### src/rtl/seq_divider.sv
`default_nettype none
// ============================================================================
// Module   : seq_divider
// Purpose  : Sequential unsigned restoring divider, 12-bit dividend by 6-bit
//            divisor, one quotient bit per clock (MSB first). It is the inverse
//            of the 6x6 combinational multiplier: (X*Y)/Y returns X, rem 0.
// Ports    : clk          rising-edge clock
//            rst          asynchronous active-high reset
//            start        request pulse, sampled only in IDLE
//            dvdnd[11:0]  dividend, sampled with start
//            dvsr[5:0]    divisor, sampled with start
//            quot[11:0]   quotient, registered, updated on entry to DONE
//            rmndr[5:0]   remainder, registered, updated on entry to DONE
//            busy         high during the 12 CALC cycles
//            done         one-cycle pulse while results become valid
//            div_by_zero  set with done when divisor was 0, held until the
//                         next accepted start
// Revision : 1.0  initial release
// ============================================================================
module seq_divider (
    input  logic        clk,
    input  logic        rst,
    input  logic        start,
    input  logic [11:0] dvdnd,
    input  logic [5:0]  dvsr,
    output logic [11:0] quot,
    output logic [5:0]  rmndr,
    output logic        busy,
    output logic        done,
    output logic        div_by_zero
);

    typedef enum logic [1:0] {
        IDLE = 2'd0,
        CALC = 2'd1,
        DONE = 2'd2
    } state_t;

    state_t      state;
    state_t      state_nxt;

    // Dividend shift register; freed MSBs are refilled with quotient bits, so
    // after 12 shifts it holds the complete quotient.
    logic [11:0] dvd_sh;
    logic [5:0]  dvsr_q;
    // Partial remainder is always < divisor after a step, so 6 bits suffice;
    // only the trial value needs the seventh bit.
    logic [5:0]  pr;
    logic [3:0]  cnt;

    logic [6:0]  trial;
    logic [5:0]  diff;
    logic        q_bit;
    logic [5:0]  pr_nxt;
    logic        last_iter;

    // One restoring step
    always_comb begin
        trial     = {pr, dvd_sh[11]};
        q_bit     = (trial >= {1'b0, dvsr_q});
        // True difference is < 64 whenever it is used, so 6-bit wrap is exact.
        diff      = trial[5:0] - dvsr_q;
        pr_nxt    = q_bit ? diff : trial[5:0];
        last_iter = (cnt == 4'd11);
    end

    // State register
    always_ff @(posedge clk or posedge rst) begin
        if (rst) begin
            state <= IDLE;
        end else begin
            state <= state_nxt;
        end
    end

    // Next state and state-decoded outputs (driven only by the state register)
    always_comb begin
        state_nxt = state;
        busy      = 1'b0;
        done      = 1'b0;
        case (state)
            IDLE: begin
                if (start) begin
                    state_nxt = (dvsr == 6'd0) ? DONE : CALC;
                end
            end
            CALC: begin
                busy = 1'b1;
                if (last_iter) begin
                    state_nxt = DONE;
                end
            end
            DONE: begin
                done      = 1'b1;
                state_nxt = IDLE;
            end
            default: begin
                state_nxt = IDLE;
            end
        endcase
    end

    // Datapath
    always_ff @(posedge clk or posedge rst) begin
        if (rst) begin
            dvd_sh      <= 12'd0;
            dvsr_q      <= 6'd0;
            pr          <= 6'd0;
            cnt         <= 4'd0;
            quot        <= 12'd0;
            rmndr       <= 6'd0;
            div_by_zero <= 1'b0;
        end else begin
            case (state)
                IDLE: begin
                    if (start) begin
                        if (dvsr != 6'd0) begin
                            dvd_sh      <= dvdnd;
                            dvsr_q      <= dvsr;
                            pr          <= 6'd0;
                            cnt         <= 4'd0;
                            div_by_zero <= 1'b0;
                        end else begin
                            quot        <= 12'hFFF;
                            rmndr       <= 6'h3F;
                            div_by_zero <= 1'b1;
                        end
                    end
                end
                CALC: begin
                    dvd_sh <= {dvd_sh[10:0], q_bit};
                    pr     <= pr_nxt;
                    cnt    <= cnt + 4'd1;
                    if (last_iter) begin
                        quot  <= {dvd_sh[10:0], q_bit};
                        rmndr <= pr_nxt;
                    end
                end
                default: begin
                end
            endcase
        end
    end

endmodule
`default_nettype wire
### config.mk
export PLATFORM = sky130hd
export DESIGN_NAME = seq_divider
export DESIGN_NICKNAME = d
export VERILOG_FILES = /design/src/rtl/seq_divider.sv
export SDC_FILE = /design/constraint.sdc
export NUM_CORES = 1
export LEC_CHECK = 0
export CAP_MARGIN = 20
export CORE_AREA = 3 3 74 76
export CTS_BUF_LIST = sky130_fd_sc_hd__clkbuf_2 sky130_fd_sc_hd__clkbuf_4 sky130_fd_sc_hd__clkbuf_8
export CTS_CLUSTER_DIAMETER = 50
export DETAILED_ROUTE_END_ITERATION = 8
export DIE_AREA = 0 0 77 79
export HOLD_SLACK_MARGIN = 0.15
export PLACE_DENSITY = 0.7
export SLEW_MARGIN = 10
export SYNTH_ARGS = -nofsm -noshare
export SYNTH_HDL_FRONTEND = slang
export SYNTH_SLANG_ARGS = --single-unit
export TNS_END_PERCENT = 10
### constraint.sdc
create_clock -name clk -period 2.2 [get_ports clk]
set_input_delay 0.22 -clock clk [delete_from_list [all_inputs] [get_ports clk]]
set_output_delay 0.22 -clock clk [all_outputs]
set_load 0.01 [all_outputs]
# == Word level (Yosys, flattened, before mapping) ==
# Cells that the tools add are included.
# word_totals
register_bits,49
output_inout_bits,21
input_bits,21
elab_cells,52
# classes
eq_ne,7
add_sub_neg,2
reduce_logical,9
magnitude_cmp,1
muxes,25
# ops
op,n
two-way mux 12 bit,5
case mux 12 bit (2 select lines),2
two-way mux 6 bit,6
case mux 6 bit (2 select lines),2
two-way mux 4 bit,2
"!= test 2 bit, second input constant",4
case mux 4 bit (2 select lines),1
greater-or-equal comparator 7 x 6 -> 1 bit,1
logical NOT 6 bit,1
two-way mux 2 bit,3
AND reduction 3 bit,2
nonzero test 6 bit,1
subtractor 6 bit,1
"adder 4 x 1 -> 4 bit, second input constant",1
"== test 4 bit, second input constant",1
case mux 2 bit (2 select lines),1
AND reduction 2 bit,2
AND reduction 4 bit,1
two-way mux 1 bit,3
"== test 2 x 1 -> 1 bit, second input constant",1
"== test 2 bit, second input constant",1
logical NOT 2 bit,1
nonzero test 2 bit,1

# == Depth between registers and ports, before layout ==
# Gate-level depths: netlist (run 1).
# logic_depth
depth_word,4
depth_mapped,9
mapped_depth_nobuf,9

# == Worst setup path after synthesis (run 1) ==
# No wires, ideal clock.
# synth_timing
kind,reg-to-reg
start,register pr[1]
end,register pr[0]
arrival_ps,1713
path_slack_ps,405
path_stages_with_launch,8
path_buffers,1
t_required_ps,2118
synth_period_minus_slack_ps,1795
path_cell_list,dfrtp_1 > ha_1 > a21oi_1 > o21ai_1 > a41o_1 > buf_6 > mux2_4 > o22ai_1
# synth_between
elab_chain_len,3
# synth_lines
element,line,rtl
"start, declared",48,logic [5:0] pr;
"start signal, assigned",132,pr <= pr_nxt;
greater-or-equal comparator 7 x 6 -> 1 bit,60,"q_bit = (trial >= {1'b0, dvsr_q});"
two-way mux 6 bit,63,pr_nxt = q_bit ? diff : trial[5:0];
case mux 6 bit (2 select lines),114,case (state)
# No other way between the ends.
# A chain may end at the register's enable or synchronous reset.

# == Worst setup path in the final report (run 1) ==
# layout_timing
start,register pr[4]
end,register pr[2]
# Same word-level chain as after synthesis.

==> results.rst, run 1 <==
.. list-table::
   :header-rows: 1

   * - Metric
     - Value
   * - Arrival time at the worst endpoint
     - 2.27 ns
   * - Number of buffers on the longest clock path
     - 2
   * - Number of nets in the synthesized netlist
     - 288
   * - Number of cells on the worst reg-to-reg path
     - 6
   * - Diodes inserted
     - 0
   * - Data required time of the worst path
     - 2.37 ns
   * - Router iterations before antenna repair
     - 4
   * - VDD IR-drop max
     - 0.879 mV
   * - Gate count after technology mapping
     - 258
   * - Total global routing track utilization
     - 0.184
   * - Global-route wire length before repair
     - 8900 µm
   * - Pins Over Slew Limit
     - 0
   * - Predominant post-synthesis flop cell
     - dfrtp_1
   * - Wire per inst
     - 14.1 µm
   * - Synthesized area
     - 2390 µm²
   * - Adder-Cell Fraction of Synth Area
     - 0.0502
   * - Sort of element at the end of the critical path
     - flip-flop
   * - Type of the worst setup path
     - flip-flop to flip-flop
   * - Unrepaired setup endpoints after global routing
     - no
   * - Sequential share of power
     - 0.339
   * - Final Hold Viols
     - 0
   * - Switching power share of the total
     - 0.414
   * - Part of the total power dissipated in combinational logic
     - 0.548
   * - Final antenna-violating net count
     - 0
   * - Type of element launching the critical path
     - flip-flop
   * - Syn Area/Cell
     - 9.27 µm²
   * - Die extent in x
     - 77 µm
   * - TritonCTS clock tree
     - built
   * - Vias in the first global route
     - 1901
   * - Largest family of logic cells by synthesized area
     - simple AND/OR/NAND/NOR gates
   * - Port Buf Inserts
     - 41
   * - Register bit total from synthesis
     - 49
   * - Most frequent cells in the layout
     - dfrtp_1, nor2_1, clkdlybuf4s50_1
   * - I/O pin count
     - 42
   * - Die area
     - 6080 µm²
   * - Worst clock skew
     - 0.0109 ns
   * - Time the worst path needs with I/O delays and setup
     - 2.10 ns
   * - Hold WC Path Type
     - input pin to asynchronous set/reset pin
   * - Crit path cell chain
     - ha_1, inv_1, o21ai_0, a41o_1, mux2i_1, o22ai_1
   * - Final period utilization
     - 0.954
   * - Highest clock rate
     - 476 MHz
   * - Layout Area Growth over Synthesis
     - 25.4%
   * - Maximum level of the CTS H-tree
     - 2
   * - Post-synthesis sequential area ratio
     - 0.513
   * - Vias post-DR
     - 1912
   * - Dpl cell area
     - 2910 µm²
   * - Final-report setup violation count
     - 0
   * - Number of unique standard cell types used by synthesis
     - 38
   * - Clock network latency to the later pin of the worst-skew pair
     - 0.31 ns
   * - Int Pwr
     - 2.81 mW
   * - Number of placement rows
     - 25
   * - Cell at the root of the clock tree
     - clkbuf_8
   * - Pin count of the biggest net entering global routing
     - 50
   * - Static power due to leakage
     - 1.33 nW
   * - Antenna violations before repair
     - 0
   * - Sw power
     - 1.98 mW
   * - Worst relative slew slack
     - 0.573
   * - Ys Warns
     - 0
   * - Routed Wire Length
     - 5210 µm
   * - HPWL after detailed placement
     - 3590 µm
   * - Setup TNS after final layout
     - 0 ns
   * - Initial core utilization
     - 0.500
   * - Reg2Reg Setup Slack
     - 0.10 ns
   * - Max-Cap Viols
     - 0
   * - Pwr/cell area
     - 1600 nW/µm²
   * - Layout cell share with drive strength beyond 1
     - 0.0825
   * - Post-Synth XOR/XNOR Area
     - 0.0183
   * - Final Instance Area
     - 3000 µm²
   * - Number of CTS-inserted buffers
     - 5
   * - Fraction of the mapped netlist area in compound gates
     - 0.150
   * - Least-Margin Pin Slew
     - 0.639 ns
   * - Clock network fraction of total power
     - 0.113
   * - Number of flops mapped to enable cells by yosys
     - 0
   * - Multiplexer share of the synthesized area
     - 0.0366
   * - Leading cell type in the layout, fill and taps excluded
     - dfrtp_1
   * - Core Box Area
     - 4790 µm²
   * - Biggest cell delay along the critical path
     - 0.41 ns
   * - Starting DRC count in detailed routing
     - 100
   * - Async SR Flop Fraction
     - 1.00
   * - Maximum net fanout on the critical path
     - 8
   * - Hold-fix buffer count after cts
     - 0
   * - Number of nets at the end of the flow
     - 332
   * - Total congestion overflow
     - 0
   * - Weighted congestion reported at the end of routability-driven placement
     - 0.834
   * - Via density per instance
     - 5.17
   * - Die Y-Extent
     - 79 µm
   * - CTS clk-pin slew, worst paths
     - 0.09 ns
   * - Sinks on Clock Net
     - 49
   * - Cell type of the slowest stage on the worst timing path
     - dfrtp_1
   * - Share of synthesized cell area in and, or, nand and nor gates
     - 0.172
   * - Sum of internal, switching and leakage power
     - 4.79 mW
   * - Number of DRC violations after detailed routing
     - 0
   * - Outcome
     - complete, no violations
[layer usage]
layer	wire length [µm]	part of all wire	vias up	global-route usage
met5	0	0	-	0
met4	48	0.0092	0	0.0498
met3	209	0.040	6	0.0510
met2	2430	0.47	36	0.293
met1	2520	0.48	917	0.249
li1	-	-	953	-
[critical path: cells and delay by family (launching register included)]
kind                       cells  cell delay (ns)
muxes                          1             0.40
buffers and inverters          1             0.08
adders and majority gates      1             0.38
AOI/OAI and AO/OA              3             0.72
DFF                            1             0.41
[flip-flops by register name, summed over array words and instances, names as in the netlist]
signal / flops
dvsr_q: 6
pr: 6
dvd_sh: 12
cnt: 4
state: 2
rmndr: 6
quot: 12
div_by_zero: 1
[area by class of cell]
| cell class | count | area [µm²] |
|---|---|---|
| inverter | 20 | 75.1 |
| sequential | 49 | 1230 |
| timing repair buffer | 50 | 490 |
| multi-input combinational | 176 | 1030 |
| clock inverter | 2 | 15.0 |
| clock buffer | 6 | 76.3 |
| fill | 438 | 1790 |
| tap | 67 | 83.8 |
[Yosys cell counts (2+ instances only)]
| cell | count | area [µm²] |
|---|---|---|
| a21oi_1 | 23 | 115 |
| a31oi_1 | 12 | 75.1 |
| and2_1 | 2 | 12.5 |
| buf_2 | 7 | 35.0 |
| clkbuf_1 | 4 | 15.0 |
| dfrtp_1 | 49 | 1230 |
| ha_1 | 8 | 100 |
| inv_1 | 20 | 75.1 |
| mux2_2 | 2 | 22.5 |
| mux2i_1 | 5 | 50.1 |
| nand2_1 | 31 | 116 |
| nand2b_1 | 3 | 18.8 |
| nor2_1 | 47 | 176 |
| nor2b_1 | 4 | 25.0 |
| o21ai_0 | 9 | 45.0 |
| o22ai_1 | 7 | 43.8 |
| xor2_1 | 4 | 35.0 |
[logic make-up (layout without fill, tap and decap cells)]
| logic type | count (synthesis) | in the layout |
|---|---|---|
| and+or+nand+nor | 94 | 94 |
| AOI/OAI and AO/OA | 60 | 60 |
| DFF | 49 | 49 |
| buffers and inverters | 33 | 78 |
| adders and majority gates | 9 | 9 |
| muxes | 8 | 8 |
| xor gates and xnor gates | 5 | 5 |
[repair_timing]
action / 4_1_cts / 5_1_grt
buffers inserted: 0 / 0
resized for setup: 0 / 1
setup endpoints to repair: 0 / 2
[metrics by stage]
stage | setup slack, ns | util | std cells | hold WS, ns
floorplan | 0.405 | - | 258 | 0.337
global placement | 0.168 | 0.608 | 362 | 0.490
global route | 0.000784 | 0.627 | 370 | 0.452
finish | 0.101 | 0.627 | 370 | 0.389
CTS | 0.129 | 0.627 | 370 | 0.407
detailed placement | 0.158 | 0.608 | 362 | 0.501
[power by group through the flow]
stage,Combinational (mW),Clock [mW],Sequential [mW]
after floorplan,1.74,0,1.64
after global placement,2.53,0,1.63
after detailed placement,2.58,0,1.64
after CTS,2.62,0.551,1.63
after global routing,2.93,0.590,1.68
final,2.62,0.541,1.63
[worst paths after layout]
path | from | to
worst min register to register | cnt[0] | cnt[0]
max in group asynchronous | rst | state[1]
min in group clk | dvdnd[4] | dvd_sh[4]
worst min-delay path | rst | quot[10]
worst max register to register | pr[4] | pr[2]
worst max-delay path | pr[4] | pr[2]
Power figures use the tool's default switching activity.
==> run 2, diff against run 1 <==
--- a/config.mk
+++ b/config.mk
@@ -5,12 +5,13 @@
 export SDC_FILE = /design/constraint.sdc
 export NUM_CORES = 1
 export LEC_CHECK = 0
+export ABC_AREA = 1
 export CAP_MARGIN = 20
-export CORE_AREA = 3 3 74 76
+export CORE_AREA = 3 3 75 77
 export CTS_BUF_LIST = sky130_fd_sc_hd__clkbuf_2 sky130_fd_sc_hd__clkbuf_4 sky130_fd_sc_hd__clkbuf_8
 export CTS_CLUSTER_DIAMETER = 50
 export DETAILED_ROUTE_END_ITERATION = 8
-export DIE_AREA = 0 0 77 79
+export DIE_AREA = 0 0 78 80
 export HOLD_SLACK_MARGIN = 0.15
 export PLACE_DENSITY = 0.7
 export SLEW_MARGIN = 10
==> results.rst, run 2 <==
.. list-table::
   :header-rows: 1

   * - Metric
     - Value
   * - Leading cell type in the layout, fill and taps excluded
     - nand2_1
   * - Number of placement rows
     - 26 (+4.0%)
   * - Sort of element at the end of the critical path
     - output port
   * - Wire per inst
     - 12.7 µm (-9.5%)
   * - Via density per instance
     - 4.93 (-4.6%)
   * - Global-route wire length before repair
     - 8990 µm (+1.0%)
   * - Outcome
     - complete, no violations
   * - Max-Cap Viols
     - 0 (unchanged)
   * - Number of flops mapped to enable cells by yosys
     - 0 (unchanged)
   * - Most area-consuming cells after synthesis
     - dfrtp_1, nand2_1, inv_1
   * - Async SR Flop Fraction
     - 1.00 (unchanged)
   * - Global-route met1 utilization
     - 0.238 (-0.0110)
   * - Die area
     - 6240 µm² (+2.6%)
   * - Layout Area Growth over Synthesis
     - 22.8%
   * - Pins Over Slew Limit
     - 0 (unchanged)
   * - Vias in the first global route
     - 2006 (+5.5%)
   * - Largest delay contributor family on the critical path
     - buffers and inverters
   * - Number of buffers on the longest clock path
     - 2 (unchanged)
   * - Final antenna-violating net count
     - 0 (unchanged)
   * - Clock network latency to the later pin of the worst-skew pair
     - 0.31 ns (about the same)
   * - Post CTS Setup Buffer Count
     - 0 (unchanged)
   * - Register bit total from synthesis
     - 49 (unchanged)
   * - Final period utilization
     - 0.884 (-0.0702)
   * - Number of nets in the synthesized netlist
     - 327 (+14%)
   * - Startpoint of the lowest-slack register-to-register path
     - pr[1]
   * - Least-Margin Pin Slew
     - 0.608 ns (-0.0305 ns)
   * - Dpl cell area
     - 2960 µm² (+1.9%)
   * - Static power due to leakage
     - 1.42 nW (+7.4%)
   * - Crit path cell chain
     - nor2_2, clkdlybuf4s50_1
   * - Synthesized area
     - 2480 µm² (+3.9%)
   * - Cell at the root of the clock tree
     - clkbuf_8
   * - Router iterations before antenna repair
     - 4 (unchanged)
   * - Type of the worst setup path
     - flip-flop to output port
   * - Starting DRC count in detailed routing
     - 131 (+31%)
   * - Post-synthesis sequential area ratio
     - 0.494 (-0.0191)
   * - Vias post-DR
     - 2032 (+6.3%)
   * - Gr busiest metal
     - met2
   * - Critical path origin
     - state[1]
   * - Cell type of the slowest stage on the worst timing path
     - clkdlybuf4s50_1
   * - Sum of internal, switching and leakage power
     - 4.52 mW (-5.6%)
   * - Number of CTS-inserted buffers
     - 5 (unchanged)
   * - Weighted congestion reported at the end of routability-driven placement
     - 0.877 (+5.1%)
   * - Total congestion overflow
     - 0 (unchanged)
   * - Setup slack of the critical path after layout
     - 0.255 ns (+0.154 ns)
   * - Worst clock skew
     - 0.00640 ns (-0.00454 ns)
   * - Biggest cell delay along the critical path
     - 0.62 ns (+0.21 ns)
   * - Ys Warns
     - 0 (unchanged)
   * - Highest clock rate
     - 514 MHz (+7.9%)
   * - Number of unique standard cell types used by synthesis
     - 31 (-18%)
   * - Die extent in x
     - 78 µm (+1.3%)
   * - Core Box Area
     - 5070 µm² (+6.0%)
   * - Buffers and inverters on the worst path
     - 1 (unchanged)
   * - Gate count after technology mapping
     - 297 (+15%)
   * - Maximum level of the CTS H-tree
     - 2 (unchanged)
   * - Time the worst path needs with I/O delays and setup
     - 1.94 ns (-0.154 ns)
   * - Hold-fix buffer count after cts
     - 0 (unchanged)
   * - Diodes inserted
     - 0 (unchanged)
   * - Layout cell share with drive strength beyond 1
     - 0.0994 (+0.0169)
   * - Hold WC Path Type
     - input pin to asynchronous set/reset pin
   * - Core utilization of the finished layout
     - 0.601 (-0.0258)
   * - I/O pin count
     - 42 (unchanged)
   * - Antenna violations before repair
     - 0 (unchanged)
   * - CTS clk-pin slew, worst paths
     - 0.09 ns (about the same)
   * - Unrepaired setup endpoints after global routing
     - no
   * - Predominant post-synthesis flop cell
     - dfrtp_1
   * - Routed Wire Length
     - 5250 µm (+0.75%)
   * - Maximum net fanout on the critical path
     - 7 (-1)
   * - Fraction of post-synthesis cell area in the top cell type by area
     - 0.494 (-0.0191)
   * - HPWL after detailed placement
     - 3890 µm (+8.6%)
   * - Number of nets at the end of the flow
     - 371 (+12%)
   * - VDD IR-drop max
     - 0.760 mV (-14%)
   * - Type of element launching the critical path
     - flip-flop
   * - Final Instance Area
     - 3050 µm² (+1.7%)
   * - Most used standard cell by instance count after synthesis
     - nand2_1
   * - Most frequent cells in the layout
     - nand2_1, dfrtp_1, clkdlybuf4s50_1
   * - Largest registers ranked by flip-flop count
     - dvd_sh x12, quot x12
   * - Post-Place Worst Slack
     - 0.410 ns (+0.252 ns)
   * - Final Hold Viols
     - 0 (unchanged)
   * - Setup TNS after final layout
     - 0 ns (unchanged)
   * - Pin count of the biggest net entering global routing
     - 33 (-34%)
   * - Worst relative slew slack
     - 0.594 (+0.0206)
   * - Syn Area/Cell
     - 8.36 µm² (-9.8%)
   * - Number of DRC violations after detailed routing
     - 0 (unchanged)
   * - Pwr/cell area
     - 1480 nW/µm² (-7.1%)
   * - Cell type contributing the most total cell area after synthesis
     - dfrtp_1
   * - Top cells by instance count after synthesis
     - nand2_1, dfrtp_1, inv_1
   * - Arrival time at the worst endpoint
     - 1.72 ns (-0.55 ns)
   * - Number of instances resized during post-cts repair
     - 0 (unchanged)
   * - TritonCTS clock tree
     - built
   * - Met3 routing resource usage after global routing
     - 0.0440 (-0.00700)
   * - Die Y-Extent
     - 80 µm (+1.3%)
   * - Routing usage on met2
     - 0.304 (+0.0113)
   * - Port Buf Inserts
     - 41 (unchanged)
   * - Total global routing track utilization
     - 0.183 (-0.00112)
   * - Filler Cells Inserted
     - 475 (+8.4%)
   * - Final-report setup violation count
     - 0 (unchanged)
   * - Data required time of the worst path
     - 1.98 ns (-0.39 ns)
   * - Sinks on Clock Net
     - 49 (unchanged)
   * - Initial core utilization
     - 0.489 (-0.0102)
-- run 2: changes by cell type after synthesis, sizes merged, moves of 7 or more --
| cell | delta |
|---|---|
| o211ai | +9 |
| nand2 | +49 |
| nor2 | -19 |
| or2 | +7 |
| o21ai | +12 |
| nand3 | +21 |
| a21oi | -18 |
| o22ai | -7 |
| inv | +19 |
-- run 2: layer usage --
metal	part of all wire	vias to the layer above
met2	0.47	42
met5	0	-
met3	0.046	6
li1	-	1032
met1	0.47	952
met4	0.012	0
-- run 2: logic make-up (layout without fill, tap and decap cells) --
| group | count (synthesis) | count (layout) | share of synthesized area |
|---|---|---|---|
| AO/OA/AOI/OAI | 47 | 47 | 0.116 |
| flip-flops | 49 | 49 | 0.494 |
| AND/OR/NAND/NOR | 139 | 139 | 0.241 |
| buffers and inverters | 49 | 94 | 0.0866 |
| adder cells (fa/ha/maj) | 9 | 9 | 0.0484 |
| XOR/XNOR | 4 | 4 | 0.0141 |
-- run 2: final cells by class --
class,instances,area [µm²],share of cell area
clock buffers,5,68.8,0.0226
inverters,39,149,0.0488
clock inverters,3,17.5,0.00574
well taps,70,87.6,0.0287
multi-input cells,199,1040,0.343
flip-flops and latches,49,1230,0.402
repair buffers,47,455,0.149
-- run 2: per-stage QoR --
step,cells,hold WS [ns]
after floorplan,297,0.337
after global placement,404,0.467
after detailed placement,404,0.476
after CTS,412,0.315
after global routing,412,0.353
final,412,0.298
-- run 2: path summary, 6_finish.rpt --
check                            end  slack, ns  cells after the start
max                             busy       0.26                      2
min                          quot[2]       0.30                      2
max reg2reg                 rmndr[1]       0.37                      9
min reg2reg                  quot[2]       0.51                      2
max in group asynchronous      pr[5]       1.30                      3
min in group clk           dvsr_q[3]       0.50                      3
-- run 2: power by group --
group / leakage [nW] / internal (mW) / total, mW / switching (mW)
logic: 0.818 / 0.976 / 2.53 / 1.55
clock network: 0.0439 / 0.220 / 0.525 / 0.306
registers: 0.561 / 1.27 / 1.47 / 0.195
